===== src/rtl/rf_write_arbiter.sv =====
// rf_write_arbiter: shares the register-file write port between WB and a
// long-latency unit, queueing LU results and draining them in idle slots.
//
// Ports:
//   clk, rst_n                  clock, async active-low reset
//   wb_we/wb_addr/wb_data       pipeline write-back request
//   lu_valid/lu_ready           LU result handshake (ready = !full)
//   lu_addr/lu_data             LU result payload
//   rf_we/rf_waddr/rf_wdata     register-file write port (combinational)
//   pipe_stall                  WB held for a forced drain
//   busy_mask                   registers targeted by live queued writes
module rf_write_arbiter #(
  parameter int DEPTH    = 2,
  parameter int MAX_WAIT = 4,
  parameter int AW       = 5,
  parameter int DW       = 32
) (
  input  logic             clk,
  input  logic             rst_n,
  input  logic             wb_we,
  input  logic [AW-1:0]    wb_addr,
  input  logic [DW-1:0]    wb_data,
  input  logic             lu_valid,
  output logic             lu_ready,
  input  logic [AW-1:0]    lu_addr,
  input  logic [DW-1:0]    lu_data,
  output logic             rf_we,
  output logic [AW-1:0]    rf_waddr,
  output logic [DW-1:0]    rf_wdata,
  output logic             pipe_stall,
  output logic [2**AW-1:0] busy_mask
);

  localparam int PW = $clog2(DEPTH);
  localparam int CW = PW + 1;
  localparam int WW = $clog2(MAX_WAIT + 1);

  typedef struct packed {
    logic          v;
    logic [AW-1:0] a;
    logic [DW-1:0] d;
  } ent_t;

  ent_t [DEPTH-1:0] fifo_q, fifo_d;
  logic [PW-1:0]    rd_q, rd_d;
  logic [PW-1:0]    wr_q, wr_d;
  logic [CW-1:0]    cnt_q, cnt_d;
  logic [WW-1:0]    wait_q, wait_d;

  ent_t head;
  logic empty, full;
  logic wb_req, lu_req, accept;
  logic sel_frc, sel_wb, sel_drn, sel_byp;
  logic push, pop;

  assign head   = fifo_q[rd_q];
  assign empty  = (cnt_q == '0);
  assign full   = (cnt_q == CW'(DEPTH));
  assign wb_req = wb_we && (wb_addr != '0);
  assign lu_req = lu_valid && (lu_addr != '0);

  assign lu_ready = rst_n && !full;
  assign accept   = lu_valid && lu_ready;

  // Mutually exclusive grant selects, priority FORCE > WB > DRAIN > BYPASS.
  assign sel_frc = rst_n && !empty
                   && (wait_q == WW'(MAX_WAIT));
  assign sel_wb  = rst_n && !sel_frc && wb_req;
  assign sel_drn = rst_n && !sel_frc && !wb_req
                   && !empty;
  assign sel_byp = rst_n && empty && !wb_req
                   && lu_req;

  assign pop  = sel_frc || sel_drn;
  // Address-0 results are accepted but never stored.
  assign push = accept && !sel_byp
                && (lu_addr != '0);

  always_comb begin
    rf_we      = 1'b0;
    rf_waddr   = '0;
    rf_wdata   = '0;
    pipe_stall = 1'b0;
    unique case (1'b1)
      sel_frc: begin
        pipe_stall = 1'b1;
        rf_we      = head.v;
        rf_waddr   = head.a;
        rf_wdata   = head.d;
      end
      sel_wb: begin
        rf_we    = 1'b1;
        rf_waddr = wb_addr;
        rf_wdata = wb_data;
      end
      sel_drn: begin
        rf_we    = head.v;
        rf_waddr = head.a;
        rf_wdata = head.d;
      end
      sel_byp: begin
        rf_we    = 1'b1;
        rf_waddr = lu_addr;
        rf_wdata = lu_data;
      end
      default: ;
    endcase
  end

  always_comb begin
    fifo_d = fifo_q;
    rd_d   = rd_q;
    wr_d   = wr_q;
    // WB is younger: queued writes to the same register are dead.
    if (sel_wb) begin
      for (int i = 0; i < DEPTH; i++) begin
        if (fifo_q[i].a == wb_addr)
          fifo_d[i].v = 1'b0;
      end
    end
    if (pop) begin
      fifo_d[rd_q].v = 1'b0;
      rd_d = rd_q + PW'(1);
    end
    if (push) begin
      fifo_d[wr_q].v = !(sel_wb
                         && (wb_addr == lu_addr));
      fifo_d[wr_q].a = lu_addr;
      fifo_d[wr_q].d = lu_data;
      wr_d = wr_q + PW'(1);
    end
    cnt_d = cnt_q + CW'(push) - CW'(pop);
  end

  always_comb begin
    wait_d = wait_q;
    if (empty || pop)
      wait_d = '0;
    else if (wait_q != WW'(MAX_WAIT))
      wait_d = wait_q + WW'(1);
  end

  // Valid bits are cleared on pop, so only live entries can be set.
  always_comb begin
    busy_mask = '0;
    for (int i = 0; i < DEPTH; i++) begin
      if (fifo_q[i].v)
        busy_mask[fifo_q[i].a] = 1'b1;
    end
  end

  always_ff @(posedge clk or negedge rst_n) begin
    if (!rst_n) begin
      fifo_q <= '0;
      rd_q   <= '0;
      wr_q   <= '0;
      cnt_q  <= '0;
      wait_q <= '0;
    end else begin
      fifo_q <= fifo_d;
      rd_q   <= rd_d;
      wr_q   <= wr_d;
      cnt_q  <= cnt_d;
      wait_q <= wait_d;
    end
  end

endmodule


===== config.mk =====
export PLATFORM = sky130hd
export DESIGN_NAME = rf_write_arbiter
export DESIGN_NICKNAME = d
export VERILOG_FILES = /design/src/rtl/rf_write_arbiter.sv
export SDC_FILE = /design/constraint.sdc
export NUM_CORES = 1
export LEC_CHECK = 0
export ABC_AREA = 1
export CORE_ASPECT_RATIO = 1.2
export CORE_MARGIN = 2
export CORE_UTILIZATION = 40
export CTS_CLUSTER_DIAMETER = 150
export DETAILED_ROUTE_END_ITERATION = 7
export DONT_BUFFER_PORTS = 1
export GPL_ROUTABILITY_DRIVEN = 0
export PLACE_DENSITY = 0.66
export SLEW_MARGIN = 0
export SYNTH_ARGS = -nofsm -noshare
export SYNTH_HDL_FRONTEND = slang
export SYNTH_SLANG_ARGS = --single-unit
export TNS_END_PERCENT = 10

===== constraint.sdc =====
create_clock -name clk -period 2.91 [get_ports clk]
set_clock_uncertainty 0.1 [all_clocks]
set_input_delay 0.582 -clock clk [delete_from_list [all_inputs] [get_ports clk]]
set_output_delay 0.582 -clock clk [all_outputs]
set_load 0.005 [all_outputs]

[Word level (Yosys, flattened, before mapping)]
Index checks and enable logic that the tools add are counted.
Cells by class
  mux-type cells: 32
  bitwise gates (word level): 1
  $lt $le $gt $ge: 8
  add/sub/neg operators: 5
  equal/unequal tests: 6
  reductions and logical operators: 34
Operators by type and width (count)
  76-bit bitwise mux: 4
  38-bit demux with 1-bit select: 4
  38-bit two-way mux: 4
  76-bit two-way mux: 2
  32-bit two-way mux: 3
  32-bit one-hot mux with 3 select lines: 1
  37-bit two-way mux: 1
  32-bit bitwise OR: 1
  1-bit logical AND: 20
  5-bit == test: 3
  5-bit one-hot mux with 3 select lines: 1
  5-bit by 6-bit < comparator with 1-bit output, second input constant: 2
  1-bit demux with 5-bit select: 2
  5-bit by 1-bit greater-or-equal comparator with 1-bit output, second input constant: 2
  5-bit nonzero test: 2
  1-bit two-way mux: 7
  1-bit zero test: 6
  3-bit two-way mux: 2
  1-bit by 2-bit < comparator with 1-bit output, second input constant: 2
  2-bit OR reduction: 2
  3-bit by 1-bit adder with 3-bit output, second input constant: 1
  3-bit == test, second input constant: 1
  3-bit inequality test, second input constant: 1
  1-bit adder, second input constant: 2
  other kinds (8): 10
Storage, ports and cells
  bits of input ports: 78
  word-level logic and storage cells: 96
  flip-flop bits (word level): 83
  output and inout bits: 72

[Depth between registers and ports, before layout]
Gate-level depths: netlist of the first run.
  word-level depth: 14
  mapped depth: 12
  mapped depth without buffers: 11

[Worst setup path before layout of the first run]
Ideal clock, no wire load.
  path kind: input to register
  start point: in wb_addr[3]
  end point: reg cnt_q[1]
  data arrival time: 2060 ps
  stages: 12
  path slack: 622 ps
  required time: 2681 ps
  library setup time: 129 ps
  cells stage by stage: buf_2 -> nor2_4 -> nand3_2 -> nand3_1 -> nand2_1 -> inv_2 -> buf_2 -> ha_1 -> inv_1 -> ha_1 -> xnor2_1 -> xor2_1
Between the ends
  elaborated cells between the ends (all ways): 13
  classes of those cells: 2 x add/sub; 11 x reduce/logical
RTL lines
  start: declaration: line 21  | input logic [AW-1:0] wb_addr,
  5-bit nonzero test: line 59  | assign wb_req = wb_we && (wb_addr != '0);
  1-bit logical AND: line 59
  1-bit zero test: line 69  | assign sel_drn = rst_n && !sel_frc && !wb_req
  1-bit logical AND: line 69
  1-bit logical AND: line 70  | && !empty;
  1-bit logical OR: line 74  | assign pop = sel_frc || sel_drn;
  named net pop: line 54  | logic push, pop;
  2-bit by 1-bit subtractor with 2-bit output: line 132  | cnt_d = cnt_q + CW'(push) - CW'(pop);
  named net cnt_d[1]: line 47  | logic [CW-1:0] cnt_q, cnt_d;
  end signal: assignment: line 163  | cnt_q <= cnt_d;
  end: declaration: line 47
The timed path passes the listed nets, and every way through them passes these cells.
A chain may end at the register's enable or synchronous reset.

[Worst setup path in the final report of the first run]
  start point: reg wait_q[0]
  end point: out rf_wdata[21]
Between the ends
  cells in the longest elaborated chain, start to end: 8
  elaborated cells between the ends (all ways): 9
  classes of those cells: 1 x eq/ne; 1 x mux; 7 x reduce/logical
Ends and longest elaborated chain
  start: declaration: line 48  | logic [WW-1:0] wait_q, wait_d;
  start signal: assignment: line 164  | wait_q <= wait_d;
  3-bit == test (*): line 67  | && (wait_q == WW'(MAX_WAIT));
  1-bit logical AND (*): line 67
  1-bit zero test: line 68, 69
  1-bit logical AND: line 68, 69
  1-bit logical AND: line 69
  1-bit logical AND: line 70
  2-bit OR reduction (no line)
  32-bit one-hot mux with 3 select lines (*): line 84  | unique case (1'b1)
  end: declaration: line 29  | output logic [DW-1:0] rf_wdata,
Mark *: on every way between the ends. The rest lies on a longest branch, timed or not.

==> out/summary.md, run 1 <==
The tools report the critical path startpoint category as a flip-flop. The overall routing resource usage is 0.197. The tightest min-delay check is of the in2async type.

The quantity of I/O buffers inserted on ports is 0. The standard-cell row count came out at 45. The ratio of cells with drive above 1 in the final layout came out at 0.0965.

The power per unit of standard cell area was 960 mW/mm^2; the floorplan die height was 129 um. Dividing the detail-routed wire length by the instance count gives 15.0 um. The transition time at the pin with the least slew margin is 0.612 ns, and the number of buffers created by CTS is 9.

The width of the die works out to 108 um. The logs give 0 for the number of antenna violations at the first check in global routing and 0.00269 mm^2 for the area used by multi-input combinational logic. After filler insertion, the fill cell instance count of the layout stands at 1370. The run gives 0 as the total count of max-transition violations in the final report. For this block, the initial DRC count from the detailed router was 323.

The slowest stage of the critical path belongs to the cell dfrtp_1. The first global-routing pass estimated 21.7 mm of wire. A synthesized cell averages 6.93 um^2. The pre-CTS setup slack was 0.382 ns; the maximum level of the CTS H-tree was 3. The sequential area share after synthesis is 0.398. Clock-pin slew was measured on the worst setup and hold paths at 0.07 ns.

The post-layout net count came out at 823. The sequential cells in the finished layout cover a total of 0.00208 mm^2. The share of the clock period used by the worst path works out to 0.922.

Compared with the post-synthesis result, the final layout area differs by 8.82%. The final critical-path setup slack was 0.228 ns. STA classifies the critical path endpoint as an output pin. The count of different cell masters after synthesis was 28; the headroom to the max-slew limit was 0.592. Global routing finished with a remaining overflow of 0.

The Yosys step of the flow raised 0 warnings. The clock net in this run drives a total of 83 sinks. The largest vdd supply drop is 0.000414 V. The logs give 2 for the deepest clock path buffer count and 0.446 for the utilization after layout.

For the finished layout, the period the worst path requires is 2.68 ns. During I/O placement, the number of pins put on the boundary was 150. Traced cell by cell, the critical path runs through inv_1 -> ha_1 -> nand2_1 -> nand3_1 -> nand2_4 -> clkinv_4 -> buf_12 -> nand2_1 -> nand3_1.

Post-synth design cell area: 0.00522 mm^2. Counting both buffers and inverters, the worst setup path holds a total of 3. The run finished with clean final reports. The logs give 0.410 for the initial standard-cell utilization of the core and 13.6 mm for the routed wire length. Based on the critical path, the design can be clocked at up to 373 MHz. The floorplan step defined a die boundary enclosing 0.0140 mm^2. The number of instances in the synthesized netlist was 753; the detailed-route vias per instance was 5.20.

The first detailed-routing pass took 8 iterations. The delay of the slowest critical-path stage is 0.35 ns. Summed over all cells, the static leakage comes to 2.63 nW.

For this block, the via count after detailed routing is 4732. For the net count of the mapped netlist, the log shows 835. The critical path is of the reg2out type. The synthesized design contains 83 register bits. Of all nets on the critical path, the largest fanout is 15. The core footprint came out at 0.0127 mm^2. After detailed routing, the number of remaining DRC violations is 0.

Critical path's top delay family: simple AND/OR/NAND/NOR gates. The tools report the clock insertion delay at the later pin of the skew report as 0.34 ns. The number of global-route vias before repair is 4479.

The tree is rooted in a clkbuf_16. 0 antenna diodes ended up in the layout. At the worst endpoint, the arrival time is 2.00 ns. The tools report the total of endpoints with negative setup slack in the final report as 0. The final hold violation count was 0; the half-perimeter wire length after detailed placement was 9.29 mm.

Max-cap violations in this run came to 0. Entering global routing, the biggest net connects 84 pins. TritonCTS built the clock tree. Endpoint required time on the critical path: 2.23 ns. The count of nets left with antenna violations once routing finished came out at 0.
kinds of logic after synthesis:
| kind of cell | synth area share |
|---|---|
| XOR/XNOR | 0.0252 |
| AND/OR/NAND/NOR | 0.342 |
| flip-flops | 0.398 |
| buffers and inverters | 0.0911 |
| adder cells (fa/ha/maj) | 0.00959 |
| AO/OA/AOI/OAI | 0.134 |
worst paths after layout:
check / start / end / slack (ns) / depth (start not counted)
worst max register to register: wait_q[0] / cnt_q[1] / 0.52 / 11
max in group asynchronous: rst_n / rd_q / 2.30 / 1
worst min register to register: fifo_q[64] / fifo_q[64] / 0.38 / 2
worst min-delay path: rst_n / fifo_q[55] / 0.04 / 1
worst max-delay path: wait_q[0] / rf_wdata[21] / 0.23 / 9
min in group clk: lu_data[13] / fifo_q[51] / 0.25 / 2
final cells by class:
class	instances	area share
clock buffer	9	0.0397
inverter	60	0.0405
multi-input combinational	571	0.473
timing repair buffer	15	0.0278
sequential	83	0.366
clock inverter	7	0.0161
timing repair inverter	1	0.000881
tap	164	0.0361
cells in the final DEF (no fill, tap or decap), types with 4 or more instances in the layout:
master / n
buf_4: 12
clkbuf_16: 9
clkinv_2: 4
dfrtp_1: 82
ha_1: 4
inv_1: 56
nand2_1: 338
nand3_1: 52
nor2_1: 12
nor3_1: 14
o211ai_1: 5
o21ai_0: 79
o21ai_1: 11
o21ai_2: 23
xnor2_1: 10
xor2_1: 5
cell usage after synthesis (all sizes together):
library cell  instances  share of area
nor2                 17          0.018
nand3b                1         0.0014
buf                  25          0.038
xor2                  5         0.0084
ha                    4         0.0096
xnor2                10          0.017
o211ai                5         0.0072
nand3                55          0.058
nand4                 3         0.0036
nor3                 14          0.013
o21ai               113           0.12
dfrtp                83           0.40
inv                  60          0.043
clkbuf               14          0.010
a21oi                 2         0.0019
nand2               342           0.25
state kept, by name (all words and copies together) (netlist names):
| register | cells |
|---|---|
| rd_q | 1 |
| cnt_q | 2 |
| wr_q | 1 |
| wait_q | 3 |
| fifo_q | 76 |
routing by layer:
| metal | vias to the layer above | track usage | routed length [um] |
|---|---|---|---|
| li1 | 2361 | - | - |
| met1 | 2181 | 0.249 | 5830 |
| met2 | 173 | 0.338 | 6760 |
| met3 | 17 | 0.0377 | 843 |
| met4 | 0 | 0.0694 | 214 |
| met5 | - | 0 | 0 |
through the flow:
stage | setup TNS (ns) | instance area, um^2 | power, mW | instances | hold WS, ns
global placement | 0 | 5320 | 4.18 | 892 | 0.190
finish | 0 | 5680 | 5.45 | 910 | 0.0440
global route | -0.000427 | 5680 | 5.94 | 910 | 0.0744
detailed placement | 0 | 5320 | 4.21 | 892 | 0.189
CTS | 0 | 5660 | 5.49 | 909 | 0.0624
floorplan | 0 | 5220 | 3.71 | 753 | 0.186
report_power, final:
group,total (mW),switching (mW),internal (mW)
Clock,1.23,0.477,0.750
Sequential,2.03,0.330,1.70
Combinational,2.19,1.43,0.763
Total,5.45,2.24,3.21
repair_timing:
action | in CTS | in global routing
hold buffers | 1 | 0
endpoints found under the hold margin | 83 | 0
setup buffers | 0 | 0
endpoints found under the setup margin | 0 | 36
resized for setup | 0 | 6
Note: power is estimated with default switching activity, not from simulation.
==> run 2: changes to the inputs <==
--- a/config.mk
+++ b/config.mk
@@ -14,6 +14,7 @@
 export DONT_BUFFER_PORTS = 1
 export GPL_ROUTABILITY_DRIVEN = 0
 export PLACE_DENSITY = 0.66
+export REMOVE_ABC_BUFFERS = 1
 export SLEW_MARGIN = 0
 export SYNTH_ARGS = -nofsm -noshare
 export SYNTH_HDL_FRONTEND = slang
==> run 2 against run 1 <==
Net effect:
- sequential cell count did not move
- clock power fell by 7%
- non-clock buffer count did not move
- core utilization fell by 0.18 points
- combinational power barely moved
- routed wire length barely moved
- fmax fell by 3.3%
- via count rose by 0.95%
- design area fell by 0.40%
- highest routed layer unchanged
==> out/summary.md, run 2 (same netlist as run 1, synthesis figures left out) <==
The final hold violation count is 0. The register with the most flip-flops in the layout has 76 of them. The power per unit of standard cell area is 948 mW/mm^2.

The shortest period the worst path allows is 2.77 ns, and the max-cap violation count is 0. The run gives 0 as the total count of max-transition violations in the final report. Compared with the post-synthesis result, the final layout area differs by 8.39%. Counting every sink on the clock net gives 83. Detailed-route vias per instance: 5.26. The combinational share of power was 0.403. The path category of the worst min-delay check was in2async.

The average wire per standard cell works out to 15.0 um. In this run the count of I/O pins placed on the die edge is 150. The part of the total power dissipated in sequential elements was 0.384; the delay of the slowest critical-path stage was 0.36 ns. The number of antenna violations at the first check in global routing was 0. The utilization after layout is 0.445.

The initial standard-cell utilization of the core was 0.410. Largest register by flop count: fifo_q. After detailed placement, the design holds a cell count of 892. The post-layout net count is 822. The floorplan step set the die height to 129 um. The tools report the total of endpoints with negative setup slack in the final report as 0.

The tools report the part of the total power dissipated in the clock network as 0.213. The initial detailed-routing violation count came out at 411. On the critical path, the stage with the largest delay is an instance of dfrtp_1. Counting the buffers created by CTS gives 9. The total of fill cells in the finished design was 1361; the post-CTS setup-driven buffer insertion count was 0. The first detailed-routing pass took 5 iterations.

The tools report the routed wire length as 13.7 mm. The clock-pin transition on the worst setup and hold timing paths was 0.06 ns; the worst endpoint data arrival time was 2.09 ns. Leaving out fill and tap cells, the most frequent cells in the layout are 339 x nand2_1, 82 x dfrtp_1, 79 x o21ai_0. The floorplan step defined a die boundary enclosing 0.0140 mm^2. The type of the setup path with the least slack was reg2out.

0 antenna diodes ended up in the layout. Row generation in the floorplan step produced 45 rows. The logs give 0.000428 V for the largest vdd supply drop and 2.61 nW for the leakage dissipation.

In this run the power spent charging and discharging nets is 2.21 mW. The logs give 21.5 mm for the wire length of the first global-routing pass and 0.0489 ns for the final-layout worst hold slack. Port buffering added 0 buffers.

Summed over all nets, the half-perimeter wirelength after detailed placement is 9.32 mm. The worst setup path is launched from a flip-flop. The library cell used most frequently in the layout, excluding fill and tap cells, is nand2_1.

The buffer and inverter count on the worst path is 2. The worst setup path is captured at an output pin. The startpoint identified for the worst register-to-register timing path is wait_q[0]. The endpoint required time on the critical path was 2.23 ns; the fraction of power spent switching nets was 0.412. The post-detailed-placement cell area was 0.00533 mm^2. TritonCTS built the clock tree. At the later pin of the worst-skew pair, clock insertion delay measures 0.33 ns. The run finished with clean final reports.

The clock tree root driver cell was clkbuf_16. The total vias in the final route is 4777, and the post-layout total power is 5.36 mW. The ratio of cells with drive above 1 in the final layout was 0.0926; the cell-internal power was 3.15 mW.

Setup repair after global routing left no endpoint under its margin. The clock passes through at most 2 buffers. The finished cells cover 0.00566 mm^2. After floorplanning, the core was sized to cover 0.0127 mm^2. The critical path's top delay family was simple AND/OR/NAND/NOR gates. In the routed design, unresolved DRC markers number 0. The run gives 360 MHz as the maximum clock rate. After global routing the overflow that remains totals 0. The logs give 4300 for the number of global-route vias before repair and 909 for the count of non-filler cells in the finished layout. Largest fanout on the critical path: 13.

The tools report the overall routing resource usage as 0.198. The maximum level of the CTS H-tree was 3; the maximum number of pins on one net before global-route repair was 84. Once detail routing completed, the nets flagged for antenna violations numbered 0. The largest registers in the layout are fifo_q (76), wait_q (3), cnt_q (2). At the pin with the least slew margin, the transition time is 0.802 ns.

The headroom to the max-slew limit came out at 0.464. Walking the worst path, the cells encountered are inv_1 -> ha_1 -> nand2_1 -> o21ai_0 -> nor2_4 -> buf_4 -> nor2_1 -> o211ai_1. The critical path starts at wait_q[0]. The width of the die is 108 um. The share of the clock period used by the worst path came out at 0.953.
run 2: cell count changes in the layout (fill, tap and decap cells not counted), sizes merged:
cell    previous run  this run
clkinv             5         3
clkbuf             9        11
bufinv             2         1
run 2: cell type report:
type	instances	area [um^2]	area share
multi-input combinational	571	2680	0.474
sequential	83	2080	0.367
clock buffer	11	243	0.0429
inverter	60	225	0.0398
tap	164	205	0.0363
timing repair buffer	15	174	0.0307
clock inverter	5	52.6	0.00929
run 2: routing by layer:
metal	vias to the layer above	wire, um	track usage
li1	2362	-	-
met1	2211	5850	0.245
met2	177	6610	0.340
met3	27	891	0.0402
met4	0	308	0.0724
met5	-	0	0
run 2: path summary, 6_finish.rpt:
check	to	depth (start not counted)	slack [ns]
max reg2reg	cnt_q[1]	11	0.65
min in group clk	fifo_q[64]	2	0.26
max	rf_we	8	0.14
max in group asynchronous	rd_q	1	2.30
min reg2reg	fifo_q[47]	2	0.38
min	fifo_q[65]	1	0.05
run 2: power by group through the flow:
stage,Clock [mW],Sequential [mW],Combinational [mW]
global placement,0,2.06,2.09
global route,1.21,2.13,2.48
finish,1.14,2.06,2.16
floorplan,0,2.03,1.56
detailed placement,0,2.08,2.14
CTS,1.17,2.06,2.18
run 2: per-stage QoR:
stage	worst slack (ns)	TNS, ns
after floorplan	-0.231	-2.13
after global placement	0.487	0
after detailed placement	0.455	0
after CTS	0.0844	0
after global routing	0.00404	0
final	0.136	0
run 2: what timing repair did:
| action | CTS | global route |
|---|---|---|
| hold buffers | 1 | 0 |
| setup endpoints to repair | 0 | 8 |
| endpoints found under the hold margin | 83 | 0 |
| gates resized for setup | 0 | 1 |
